[config.mk]
export PLATFORM = sky130hd
export DESIGN_NAME = multimode_ring_counter
export DESIGN_NICKNAME = d
export VERILOG_FILES = /design/src/rtl/ring_counter_pkg.sv /design/src/rtl/ring_state_check.sv /design/src/rtl/multimode_ring_counter.sv
export SDC_FILE = /design/constraint.sdc
export NUM_CORES = 1
export LEC_CHECK = 0
export CAP_MARGIN = 25
export CORE_MARGIN = 5
export CORE_UTILIZATION = 50
export DETAILED_ROUTE_END_ITERATION = 8
export PLACE_DENSITY = 0.91
export SYNTH_ARGS = -nofsm -noshare
export SYNTH_HDL_FRONTEND = slang
export SYNTH_SLANG_ARGS = --single-unit
[constraint.sdc]
create_clock -name clk -period 2.8 [get_ports clk]
set_input_delay 0.56 -clock clk [delete_from_list [all_inputs] [get_ports clk]]
set_output_delay 0.56 -clock clk [all_outputs]
set_load 0.01 [all_outputs]
[src/rtl/ring_counter_pkg.sv]
// Shared encodings and helpers for the multimode ring counter and its state checker.
package ring_counter_pkg;

  localparam logic MODE_RING    = 1'b0;
  localparam logic MODE_JOHNSON = 1'b1;

  localparam logic DIR_RIGHT = 1'b0;
  localparam logic DIR_LEFT  = 1'b1;

  // Seed pattern: MSB of a width-bit word set, all other bits clear (width <= 32).
  function automatic logic [31:0] seed(input int unsigned width);
    return 32'h1 << (width - 1);
  endfunction

endpackage

[src/rtl/ring_state_check.sv]
// Combinational legality check of a ring/Johnson counter pattern for the selected mode.
module ring_state_check
  import ring_counter_pkg::*;
#(
  parameter int unsigned WIDTH = 8
) (
  input  logic [WIDTH-1:0] count,
  input  logic             mode,
  output logic             illegal
);

  localparam logic [WIDTH-1:0] ONE_W = WIDTH'(1);
  localparam logic [WIDTH-2:0] ONE_E = (WIDTH-1)'(1);

  // One bit per adjacent pair that differs; Johnson states have at most one.
  logic [WIDTH-2:0] edges;
  assign edges = count[WIDTH-1:1] ^ count[WIDTH-2:0];

  always_comb begin
    illegal = 1'b0;
    if (mode == MODE_JOHNSON) begin
      illegal = (edges & (edges - ONE_E)) != '0;
    end else begin
      illegal = (count == '0) || ((count & (count - ONE_W)) != '0);
    end
  end

endmodule

[src/rtl/multimode_ring_counter.sv]
// Ring / Johnson counter with direction, load, step position, wrap pulse and
// illegal-state detection with optional self-correction.
module multimode_ring_counter
  import ring_counter_pkg::*;
#(
  parameter int unsigned WIDTH       = 8,
  parameter bit          AUTOCORRECT = 1'b1,
  localparam int unsigned PW         = $clog2(2 * WIDTH)
) (
  input  logic             clk,
  input  logic             rst_n,
  input  logic             init,
  input  logic             load,
  input  logic [WIDTH-1:0] load_val,
  input  logic             en,
  input  logic             mode,
  input  logic             dir,
  output logic [WIDTH-1:0] count,
  output logic [PW-1:0]    pos,
  output logic             wrap,
  output logic             illegal,
  output logic             err_sticky
);

  localparam logic [31:0]       SEED_WORD = seed(WIDTH);
  localparam logic [WIDTH-1:0]  SEED      = SEED_WORD[WIDTH-1:0];
  localparam logic [PW-1:0]     RING_LAST = PW'(WIDTH - 1);
  localparam logic [PW-1:0]     JOHN_LAST = PW'(2 * WIDTH - 1);
  localparam logic [PW-1:0]     POS_ONE   = PW'(1);

  logic [WIDTH-1:0] count_q, count_d, step;
  logic [PW-1:0]    pos_q, pos_d, pos_step, pos_last;
  logic             wrap_q, wrap_d;
  logic             err_q, err_d;
  logic             fill_r, fill_l;

  ring_state_check #(
    .WIDTH (WIDTH)
  ) u_check (
    .count   (count_q),
    .mode    (mode),
    .illegal (illegal)
  );

  // Raw one-step rotation and modulo-P position update.
  always_comb begin
    fill_r = count_q[0];
    fill_l = count_q[WIDTH-1];
    if (mode == MODE_JOHNSON) begin
      fill_r = ~count_q[0];
      fill_l = ~count_q[WIDTH-1];
    end
    if (dir == DIR_LEFT) begin
      step = {count_q[WIDTH-2:0], fill_l};
    end else begin
      step = {fill_r, count_q[WIDTH-1:1]};
    end

    pos_last = (mode == MODE_JOHNSON) ? JOHN_LAST : RING_LAST;
    if (dir == DIR_LEFT) begin
      pos_step = (pos_q == '0) ? pos_last : pos_q - POS_ONE;
    end else begin
      pos_step = (pos_q == pos_last) ? '0 : pos_q + POS_ONE;
    end
  end

  always_comb begin
    count_d = count_q;
    pos_d   = pos_q;
    wrap_d  = 1'b0;
    err_d   = err_q | illegal;
    if (init) begin
      count_d = SEED;
      pos_d   = '0;
      err_d   = 1'b0;
    end else if (load) begin
      count_d = load_val;
      pos_d   = '0;
    end else if (en) begin
      if (illegal && AUTOCORRECT) begin
        // A correction returns to SEED but is deliberately not reported as a wrap.
        count_d = SEED;
        pos_d   = '0;
      end else begin
        count_d = step;
        pos_d   = pos_step;
        wrap_d  = (step == SEED);
      end
    end
  end

  always_ff @(posedge clk or negedge rst_n) begin
    if (!rst_n) begin
      count_q <= SEED;
      pos_q   <= '0;
      wrap_q  <= 1'b0;
      err_q   <= 1'b0;
    end else begin
      count_q <= count_d;
      pos_q   <= pos_d;
      wrap_q  <= wrap_d;
      err_q   <= err_d;
    end
  end

  assign count      = count_q;
  assign pos        = pos_q;
  assign wrap       = wrap_q;
  assign err_sticky = err_q;

endmodule

==> run_results.csv, run 1 <==
group,metric,value,unit
run_status,status,"finished, final reports clean",
clock_network,numCtsBuffers,3,
layout,drive_above_1_share,19.69,%
worst_hold_path,hp-class,"flop to flop",
critical_path,cp_cell_sequence,"inv_1 -> buf_4 -> ha_1 -> nor2_1 -> a21oi_1 -> o21ai_2 -> a22oi_2 -> dlygate4sd2_1",
pwr,p_leak,0.0007356,uW
pwr,ir_drop,0.0003382,V
worst_hold_path,hp-start,"err_sticky$_DFF_PN0_",
grt,grt_pass1_vias,1331,
detailed_routing,drtIter0Drc,98,
detailed_routing,wl_per_cell,17.48,microns
layout,synthToLayoutAreaGrowth,36.73,%
placement,routabilityCongestion,0.9077,
yosys,synth_top_area_share,25.27,%
floorplanning,rows,18,
yosys,ys_ff_latch,14,
run,drv_cap,0,
yosys,synth.cell_area,0.001287,sq mm
critical_path,r2r_slack,330,ps
grt,grt_usage,22.82,%
yosys,synth_area_leaders,"dfrtp_1, ha_1, a21oi_1",
critical_path,critPathMaxFanout,5,
critical_path,crit_buf_inv,3,
floorplanning,dieHeight,60.75,microns
sta,min_period,2689,ps
yosys,async_flop_share,100.0,%
layout,antennaDiodeCount,0,
yosys,syn_area_per_cell,8.583,sq um
yosys,synthTopCellsByCount,"a21oi_1, dfrtp_1, ha_1, inv_1, nor3_1",
sta,max_slew_margin,48.79,%
floorplanning,io_pins,30,
layout,stdcell_count,223,
sta,finClkSkew,7.659,ps
detailed_routing,viasPerCell,6.085,
yosys,yosys_most_used_dff,"dfrtp_1",
grt,grt_pass1_wl,6210,microns
critical_path,cp_top_family,"buffers and inverters",
detailed_routing,routed-via-count,1357,
clock_network,cts_root_buffer,"clkbuf_4",
sta,finalCritPeriodShare,96.02,%
grt,gr-total-overflow,0,
yosys,yosysTopAreaCell,"dfrtp_1",
critical_path,cp_slowest_cell,"dfrtp_1",
sta,worst_pin_slew,768.1,ps
sta,slew_viol_final,0,
sta,final-setup-viol-count,0,
floorplanning,core,0.002477,sq mm
detailed_routing,drt_wl_total,3897,microns
layout,nets,222,
detailed_routing,firstDrtPassIters,4,
sta,clock.fmax,371.9,MHz
floorplanning,die_area,0.003690,sq mm
critical_path,rr_startpoint,"count[7]$_DFFE_PN1P_",
clock_network,clkLatencyLatePin,290,ps
floorplanning,die_x,60.75,microns
yosys,synth_edf_count,0,
placement,dp_cells,218,
pwr,p_per_area,391.9,mW/mm^2
critical_path,crit_path_start_kind,"flop",
yosys,synthesis.nets,178,
grt,antenna_found_initial,0,
clock_network,cts.sinks,14,
clock_network,cts_tree,"yes",
critical_path,crit_type,"flop to primary output",
critical_path,worstPathRequired,2240,ps
yosys,ys_types,45,
grt,grt_max_degree,18,
floorplanning,initial_core_util,51.97,%
sta,setup_tns,0,ps
placement,dp_hpwl,3045,microns
critical_path,setup.worst_path.end_class,"primary output",
placement,portBuffers,29,
yosys,synth_seq_area_share,27.31,%
clock_network,htreeDepth,1,
clock_network,clk_pin_slew_worst_paths,90,ps
critical_path,crit_arrival,2130,ps
yosys,yosysMostFrequentCell,"a21oi_1",
critical_path,max_stage_delay,400,ps
yosys,yosys_warnings,0,
detailed_routing,drcViolationCount,0,
critical_path,crit_start,"count[2]$_DFFE_PN0P_",
yosys,synth_cells,150,
clock_network,cts.path.max_buffers,2,
sta,hold_viol,0,
detailed_routing,postRouteAntennaNets,0,
[power breakdown]
part / leakage (uW) / internal, uW / switching [uW]
Sequential: 0.000185 / 220 / 25.6
Combinational: 0.000535 / 154 / 163
Clock: 0.0000150 / 55.5 / 71.7
Total: 0.000736 / 429 / 261
[stage by stage]
step	hold WS (ps)	power (uW)	setup slack [ps]	area [sq um]	utilization (%)
6_report	523.6	689.9	111.4	1760	71.06
5_1_grt	551.9	730.1	-15.15	1760	71.06
4_1_cts	532.3	670.6	8.737	1724	69.60
3_5_place_dp	511.9	541.9	-25.54	1695	68.43
3_3_place_gp	492.4	524.6	32.11	1695	68.43
2_1_floorplan	264.4	411.3	567.6	1287	-
[logic make-up after synthesis]
family	synth area share (%)
and+or+nand+nor	20.31
AOI/OAI and AO/OA	24.20
buffers and inverters	7.483
DFF	27.31
adders and majority gates	12.63
muxes	4.665
xor gates and xnor gates	3.402
[worst reg2reg max path, cell delays in order (launching register included)]
cell	delay, ps
dfstp_2	540
inv_1	60
ha_1	370
o22ai_1	100
a21oi_1	190
o21ai_2	120
buf_4	150
a32oi_2	610
o21ai_0	210
[final timing paths]
kind                                             end  depth (start not counted)
min in group asynchronous         pos[3]$_DFFE_PN0P_                          1
worst min-delay path            err_sticky$_DFF_PN0_                          1
max in group asynchronous       count[6]$_DFFE_PN0P_                          1
worst min register to register  err_sticky$_DFF_PN0_                          1
worst max-delay path                         illegal                          8
worst max register to register    pos[3]$_DFFE_PN0P_                          8
[what timing repair did]
item / 4_1_cts / 5_1_grt
gates resized for setup: 2 / 5
buffers inserted: 0 / 1
pin swaps: 0 / 1
setup endpoints to repair: 1 / 1
hold buffers: 0 / 0
[cell type report]
class | count | area [sq um]
multi-input combinational | 115 | 872.1
fill | 201 | 716.9
timing repair buffer | 47 | 424.2
sequential | 14 | 351.6
inverter | 13 | 48.80
tap | 30 | 37.54
clock buffer | 4 | 26.28
[placed cells by master (no fill, tap or decap), types with 2 or more instances in the layout]
cell type	synthesis	final
nor3_1	12	12
mux2i_1	6	6
nand2_1	9	9
xor2_1	2	2
nand3_1	3	3
clkbuf_4	0	3
o22ai_1	7	7
clkdlybuf4s50_1	0	28
dfrtp_1	13	13
nand2b_1	3	3
buf_4	0	18
o21ai_2	2	3
a22oi_2	0	2
a221oi_1	2	2
a21oi_1	15	14
inv_1	13	13
nand4_1	2	2
ha_1	13	13
nor4_4	1	2
nor2_1	8	8
xnor2_1	3	3
[layer usage]
| layer | up-vias | track usage (%) | wire (microns) |
|---|---|---|---|
| met2 | 62 | 41.53 | 2057 |
| met5 | - | 0 | 0 |
| met3 | 7 | 4.681 | 277 |
| met4 | 0 | 5.882 | 42 |
| li1 | 632 | - | - |
| met1 | 656 | 27.18 | 1519 |
[state kept, by name, summed over array words and instances (netlist names)]
name        count
count           8
pos             4
err_sticky      1
wrap            1
Note: power is estimated with default switching activity, not from simulation.
==> run 2: changes to the inputs <==
--- a/constraint.sdc
+++ b/constraint.sdc
@@ -3,2 +3,2 @@
 set_output_delay 0.56 -clock clk [all_outputs]
-set_load 0.01 [all_outputs]
+set_load 0.02 [all_outputs]
==> run 2 against run 1 <==
  * Total power grew 2.3%
  * Die area stayed put
  * Flip-flop and latch count unchanged
  * Clock skew grew 4.6 ps
  * Non-clock buffer count is 4 higher
  * Clock-buffer cell count unchanged
  * Register-to-register slack about the same
  * Core utilization is 0.30 points higher
  * Setup slack improved by 95 ps
  * Global-route usage shrank 0.70 points
  * Sequential power about the same
  * Critical path type unchanged
  * Critical endpoint unchanged
==> run_results.csv, run 2 (same netlist as run 1, synthesis figures left out) <==
group,metric,value,unit
grt,antenna_found_initial,0,
layout,synthToLayoutAreaGrowth,37.32,%
sta,finClkSkew,12.26,ps
layout,drive_above_1_share,20.81,%
detailed_routing,postRouteAntennaNets,0,
critical_path,worstPathRequired,2240,ps
grt,gr-usage-met2,38.63,%
sta,clock.fmax,385.5,MHz
critical_path,reg2reg_depth,8,
clock_network,cts_tree,"yes",
detailed_routing,viasPerCell,6.040,
worst_hold_path,worstHoldPathCells,1,
layout,nFillCells,197,
detailed_routing,firstDrtPassIters,4,
clock_network,clkLatencyLatePin,290,ps
clock_network,htreeDepth,1,
run,drv_cap,0,
layout,final_area,0.001768,sq mm
clock_network,cts_root_buffer,"clkbuf_4",
sta,rsz0062_at_grt,"no",
placement,routabilityCongestion,0.9057,
critical_path,cp_slowest_cell,"dfstp_2",
grt,grt_pass1_wl,6134,microns
sta,slew_viol_final,0,
grt,grt_max_degree,18,
critical_path,cp_cell_sequence,"inv_1 -> ha_1 -> o22ai_1 -> a21oi_1 -> o21ai_2 -> a22oi_1 -> clkbuf_2",
layout,multi_input_area,853.3,sq um
placement,portBuffers,29,
floorplanning,rows,18,
layout,layout_commonest_cell,"clkdlybuf4s50_1",
sta,max_slew_margin,48.32,%
critical_path,crit_buf_inv,2,
grt,global_route.usage.met3,5.319,%
floorplanning,die_area,0.003690,sq mm
floorplanning,core,0.002477,sq mm
critical_path,setup.worst_path.end_class,"primary output",
critical_path,max_stage_delay,540,ps
critical_path,crit_path_start_kind,"flop",
pwr,p_per_area,399.4,mW/mm^2
clock_network,clk_pin_slew_worst_paths,100,ps
clock_network,hold_buffers,0,
floorplanning,dieHeight,60.75,microns
critical_path,crit_type,"flop to primary output",
layout,nets,226,
placement,place_area,0.001718,sq mm
floorplanning,io_pins,30,
layout,largest_reg_flops,8,
detailed_routing,drcViolationCount,0,
worst_hold_path,hp-class,"flop to flop",
layout,antennaDiodeCount,0,
sta,worst_pin_slew,775.2,ps
grt,busiest_layer,"met2",
detailed_routing,routed-via-count,1371,
clock_network,cts.path.max_buffers,2,
detailed_routing,drtIter0Drc,107,
grt,grt_pass1_vias,1336,
sta,hold_viol,0,
detailed_routing,wl_per_cell,17.01,microns
grt,gr-total-overflow,0,
detailed_routing,drt_wl_total,3861,microns
critical_path,crit_arrival,2030,ps
grt,use_met1,27.58,%
placement,dp_hpwl,2990,microns
layout,seq_area,351.6,sq um
pwr,ir_drop,0.0003443,V
sta,finalCritPeriodShare,92.65,%
sta,min_period,2594,ps
clock_network,cts.sinks,14,
critical_path,cp_top_family,"compound AO/OA/AOI/OAI gates",
floorplanning,die_x,60.75,microns
clock_network,numCtsBuffers,3,
critical_path,crit_cells,7,
grt,grt_usage,22.12,%
pwr,p_leak,0.0007528,uW
run_status,status,"finished, final reports clean",
critical_path,critPathMaxFanout,3,
floorplanning,initial_core_util,51.97,%
sta,final-setup-viol-count,0,
layout,final_cell_mix,"clkdlybuf4s50_1, buf_4, a21oi_1",
sta,setup_tns,0,ps
-- run 2: changes by cell type in the layout (fill, tap and decap cells not counted), sizes merged --
cell and change:
dlygate4sd2 -1, clkbuf +1, buf +4
-- run 2: path summary, 6_finish.rpt --
kind / startpoint / to / slack [ps]
max in group asynchronous: rst_n / count[5]$_DFFE_PN0P_ / 1710
max: count[7]$_DFFE_PN1P_ / illegal / 210
min reg2reg: err_sticky$_DFF_PN0_ / err_sticky$_DFF_PN0_ / 540
min in group asynchronous: rst_n / pos[2]$_DFFE_PN0P_ / 650
min: err_sticky$_DFF_PN0_ / err_sticky$_DFF_PN0_ / 540
max reg2reg: count[7]$_DFFE_PN1P_ / pos[3]$_DFFE_PN0P_ / 330
-- run 2: worst reg2reg max path: cells and delay by family (launching register included) --
| family | cells | cell delay, ps |
|---|---|---|
| AO/OA/AOI/OAI | 5 | 1260 |
| flip-flops | 1 | 540 |
| adder cells (fa/ha/maj) | 1 | 340 |
| buffers and inverters | 2 | 200 |
-- run 2: area by class of cell --
type                    instances  area share (%)
multi-input cells             115           48.27
clock buffers                   4           1.486
inverters                      13           2.760
repair buffers                 51           25.48
flip-flops and latches         14           19.89
well taps                      30           2.123
-- run 2: timing repair --
| item | CTS | global route |
|---|---|---|
| endpoints found under the setup margin | 1 | 1 |
| pin swaps | 0 | 1 |
| resized for setup | 2 | 4 |
| hold endpoints to repair | 0 | 0 |
| setup buffers | 0 | 2 |
-- run 2: power by group --
group / internal [uW] / switching [uW]
Clock: 55.4 / 73.1
Combinational: 160 / 173
Sequential: 220 / 25.3
-- run 2: metrics by stage --
step	total power [uW]	hold slack [ps]	std cells	setup WS, ps	util [%]
2_1_floorplan	427.2	264.4	150	429.3	-
3_3_place_gp	547.2	511.7	221	-27.98	69.34
3_5_place_dp	561.0	535.8	221	-37.40	69.34
4_1_cts	685.9	557.0	225	17.19	70.51
5_1_grt	746.9	565.6	227	83.16	71.36
6_report	706.1	542.7	227	205.9	71.36
-- run 2: layer usage --
metal / wire [microns] / vias to the layer above
li1: - / 647
met1: 1546 / 645
met2: 1950 / 73
met3: 296 / 6
met4: 68 / 0
met5: 0 / -
==> run 3: changes to the inputs <==
- CELL_PAD_IN_SITES_DETAIL_PLACEMENT: not set -> 1
- CELL_PAD_IN_SITES_GLOBAL_PLACEMENT: not set -> 2
- CORE_UTILIZATION: 50 -> 29
- CTS_CLUSTER_DIAMETER: not set -> 120
- PLACE_DENSITY: 0.91 -> 0.9
==> run 3 against run 2 <==
  * Flip-flop and latch count unchanged
  * Register-to-register slack improved by 40 ps
  * Sequential share of layout area decreased by 0.29 points
  * Critical path type unchanged
  * Largest cell class unchanged
  * Largest power group unchanged
==> run_results.csv, run 3 (same netlist as run 1, synthesis figures left out) <==
group,metric,value,unit
run_status,status,"finished, final reports clean",
sta,worst_pin_slew,810.5,ps
critical_path,crit_path_start_kind,"flop",
grt,global_route.usage.met3,1.418,%
placement,place_area,0.001730,sq mm
layout,synthToLayoutAreaGrowth,39.36,%
critical_path,crit_type,"flop to primary output",
clock_network,numCtsBuffers,3,
detailed_routing,drcViolationCount,0,
clock_network,htreeDepth,1,
critical_path,cp_cell_sequence,"inv_1 -> ha_1 -> nor4_2 -> a21oi_1 -> o21ai_2 -> a22oi_1 -> dlygate4sd2_1",
critical_path,r2r_slack,370,ps
detailed_routing,drt_wl_total,4339,microns
placement,dp_hpwl,3402,microns
layout,nFillCells,515,
sta,hold_viol,0,
detailed_routing,viasPerCell,5.429,
critical_path,critPathMaxFanout,5,
grt,grt_pass1_wl,7320,microns
layout,drive_above_1_share,19.17,%
clock_network,clk_pin_slew_worst_paths,70,ps
detailed_routing,postRouteAntennaNets,0,
detailed_routing,firstDrtPassIters,4,
worst_hold_path,worstHoldPathCells,1,
layout,final_area,0.001794,sq mm
placement,dp_slack,-70.66,ps
sta,setup_tns,0,ps
pwr,p_leak,0.0007505,uW
layout,layout_commonest_cell,"clkdlybuf4s50_1",
sta,clock.fmax,368.5,MHz
sta,final-setup-viol-count,0,
grt,gr-usage-met2,27.57,%
floorplanning,die_area,0.005872,sq mm
worst_hold_path,hp-class,"flop to flop",
detailed_routing,wl_per_cell,17.71,microns
clock_network,postCtsSetupRepairBufs,0,
grt,antenna_found_initial,0,
layout,stdcell_count,245,
grt,grt_usage,15.11,%
sta,fin_ws,86.55,ps
run,drv_cap,0,
detailed_routing,routed-via-count,1330,
detailed_routing,drtIter0Drc,50,
critical_path,crit_arrival,2150,ps
floorplanning,die_x,76.63,microns
critical_path,cp_top_family,"buffers and inverters",
grt,grt_max_degree,18,
sta,finalCritPeriodShare,96.91,%
layout,nets,222,
critical_path,crit_cells,7,
placement,portBuffers,29,
sta,max_slew_margin,45.97,%
placement,dp_cells,241,
floorplanning,io_pins,30,
sta,min_period,2713,ps
grt,busiest_layer,"met2",
grt,gr-total-overflow,0,
layout,post-route-util,41.49,%
floorplanning,initial_core_util,29.77,%
clock_network,cts_tree,"yes",
clock_network,cts_root_buffer,"clkbuf_8",
grt,grt_pass1_vias,1496,
clock_network,cts.path.max_buffers,2,
layout,antennaDiodeCount,0,
critical_path,crit_buf_inv,2,
floorplanning,core,0.004324,sq mm
grt,use_met1,18.72,%
floorplanning,rows,24,
critical_path,worstPathRequired,2240,ps
layout,final_cell_mix,"clkdlybuf4s50_1, buf_4, a21oi_1, ha_1, dfrtp_1",
pwr,p_per_area,432.0,mW/mm^2
pwr,ir_drop,0.0001533,V
clock_network,cts.sinks,14,
floorplanning,dieHeight,76.63,microns
clock_network,clkLatencyLatePin,250,ps
critical_path,cp_slowest_cell,"dfrtp_1",
placement,routabilityCongestion,0.8700,
critical_path,setup.worst_path.end_class,"primary output",
critical_path,reg2reg_depth,7,
sta,slew_viol_final,0,
sta,finClkSkew,7.381,ps
layout,largest_reg_flops,8,
critical_path,max_stage_delay,380,ps
clock_network,hold_buffers,0,
## run 3: cell types whose count changed in the layout (fill, tap and decap cells not counted)
cell           change
buf_4              -4
clkbuf_8           +4
clkbuf_4           -3
a21oi_1            +1
a21oi_2            -1
clkbuf_1           -1
clkbuf_2           -1
dlygate4sd2_1      +1
inv_1              -1
inv_2              +1
## run 3: where the power goes
group / internal, uW / switching [uW] / total (uW)
Combinational: 148 / 172 / 320
Clock: 125 / 85.6 / 210
Sequential: 220 / 24.5 / 244
Total: 493 / 282 / 775
## run 3: repair_timing
action / CTS / global route
setup endpoints to repair: 1 / 1
gates resized for setup: 2 / 2
pin swaps: 0 / 0
## run 3: final cells by class
| type | instances | area [sq um] | share of cell area, % |
|---|---|---|---|
| sequential | 14 | 351.6 | 19.60 |
| clock buffer | 4 | 55.05 | 3.068 |
| tap | 52 | 65.06 | 3.626 |
| multi-input combinational | 115 | 849.6 | 47.35 |
| inverter | 13 | 48.80 | 2.720 |
| timing repair buffer | 47 | 424.2 | 23.64 |
## run 3: through the flow
stage                     hold slack (ps)  total power, uW
after detailed placement            505.8            566.3
final                               515.4            775.2
after CTS                           521.5            775.8
after global routing                567.1            822.4
after global placement              495.3            552.6
after floorplan                     264.4            427.2
## run 3: routing by layer
layer | part of all wire (%) | routed length (microns)
met5 | 0 | 0
met4 | 0.99 | 43
met3 | 4.6 | 199
met2 | 51 | 2227
met1 | 43 | 1868
## run 3: final timing paths
check                                           from              endpoint
worst max register to register  count[7]$_DFFE_PN1P_    pos[3]$_DFFE_PN0P_
max in group asynchronous                      rst_n    pos[3]$_DFFE_PN0P_
worst min-delay path            err_sticky$_DFF_PN0_  err_sticky$_DFF_PN0_
min in group asynchronous                      rst_n  err_sticky$_DFF_PN0_
worst max-delay path            count[2]$_DFFE_PN0P_               illegal
worst min register to register  err_sticky$_DFF_PN0_  err_sticky$_DFF_PN0_
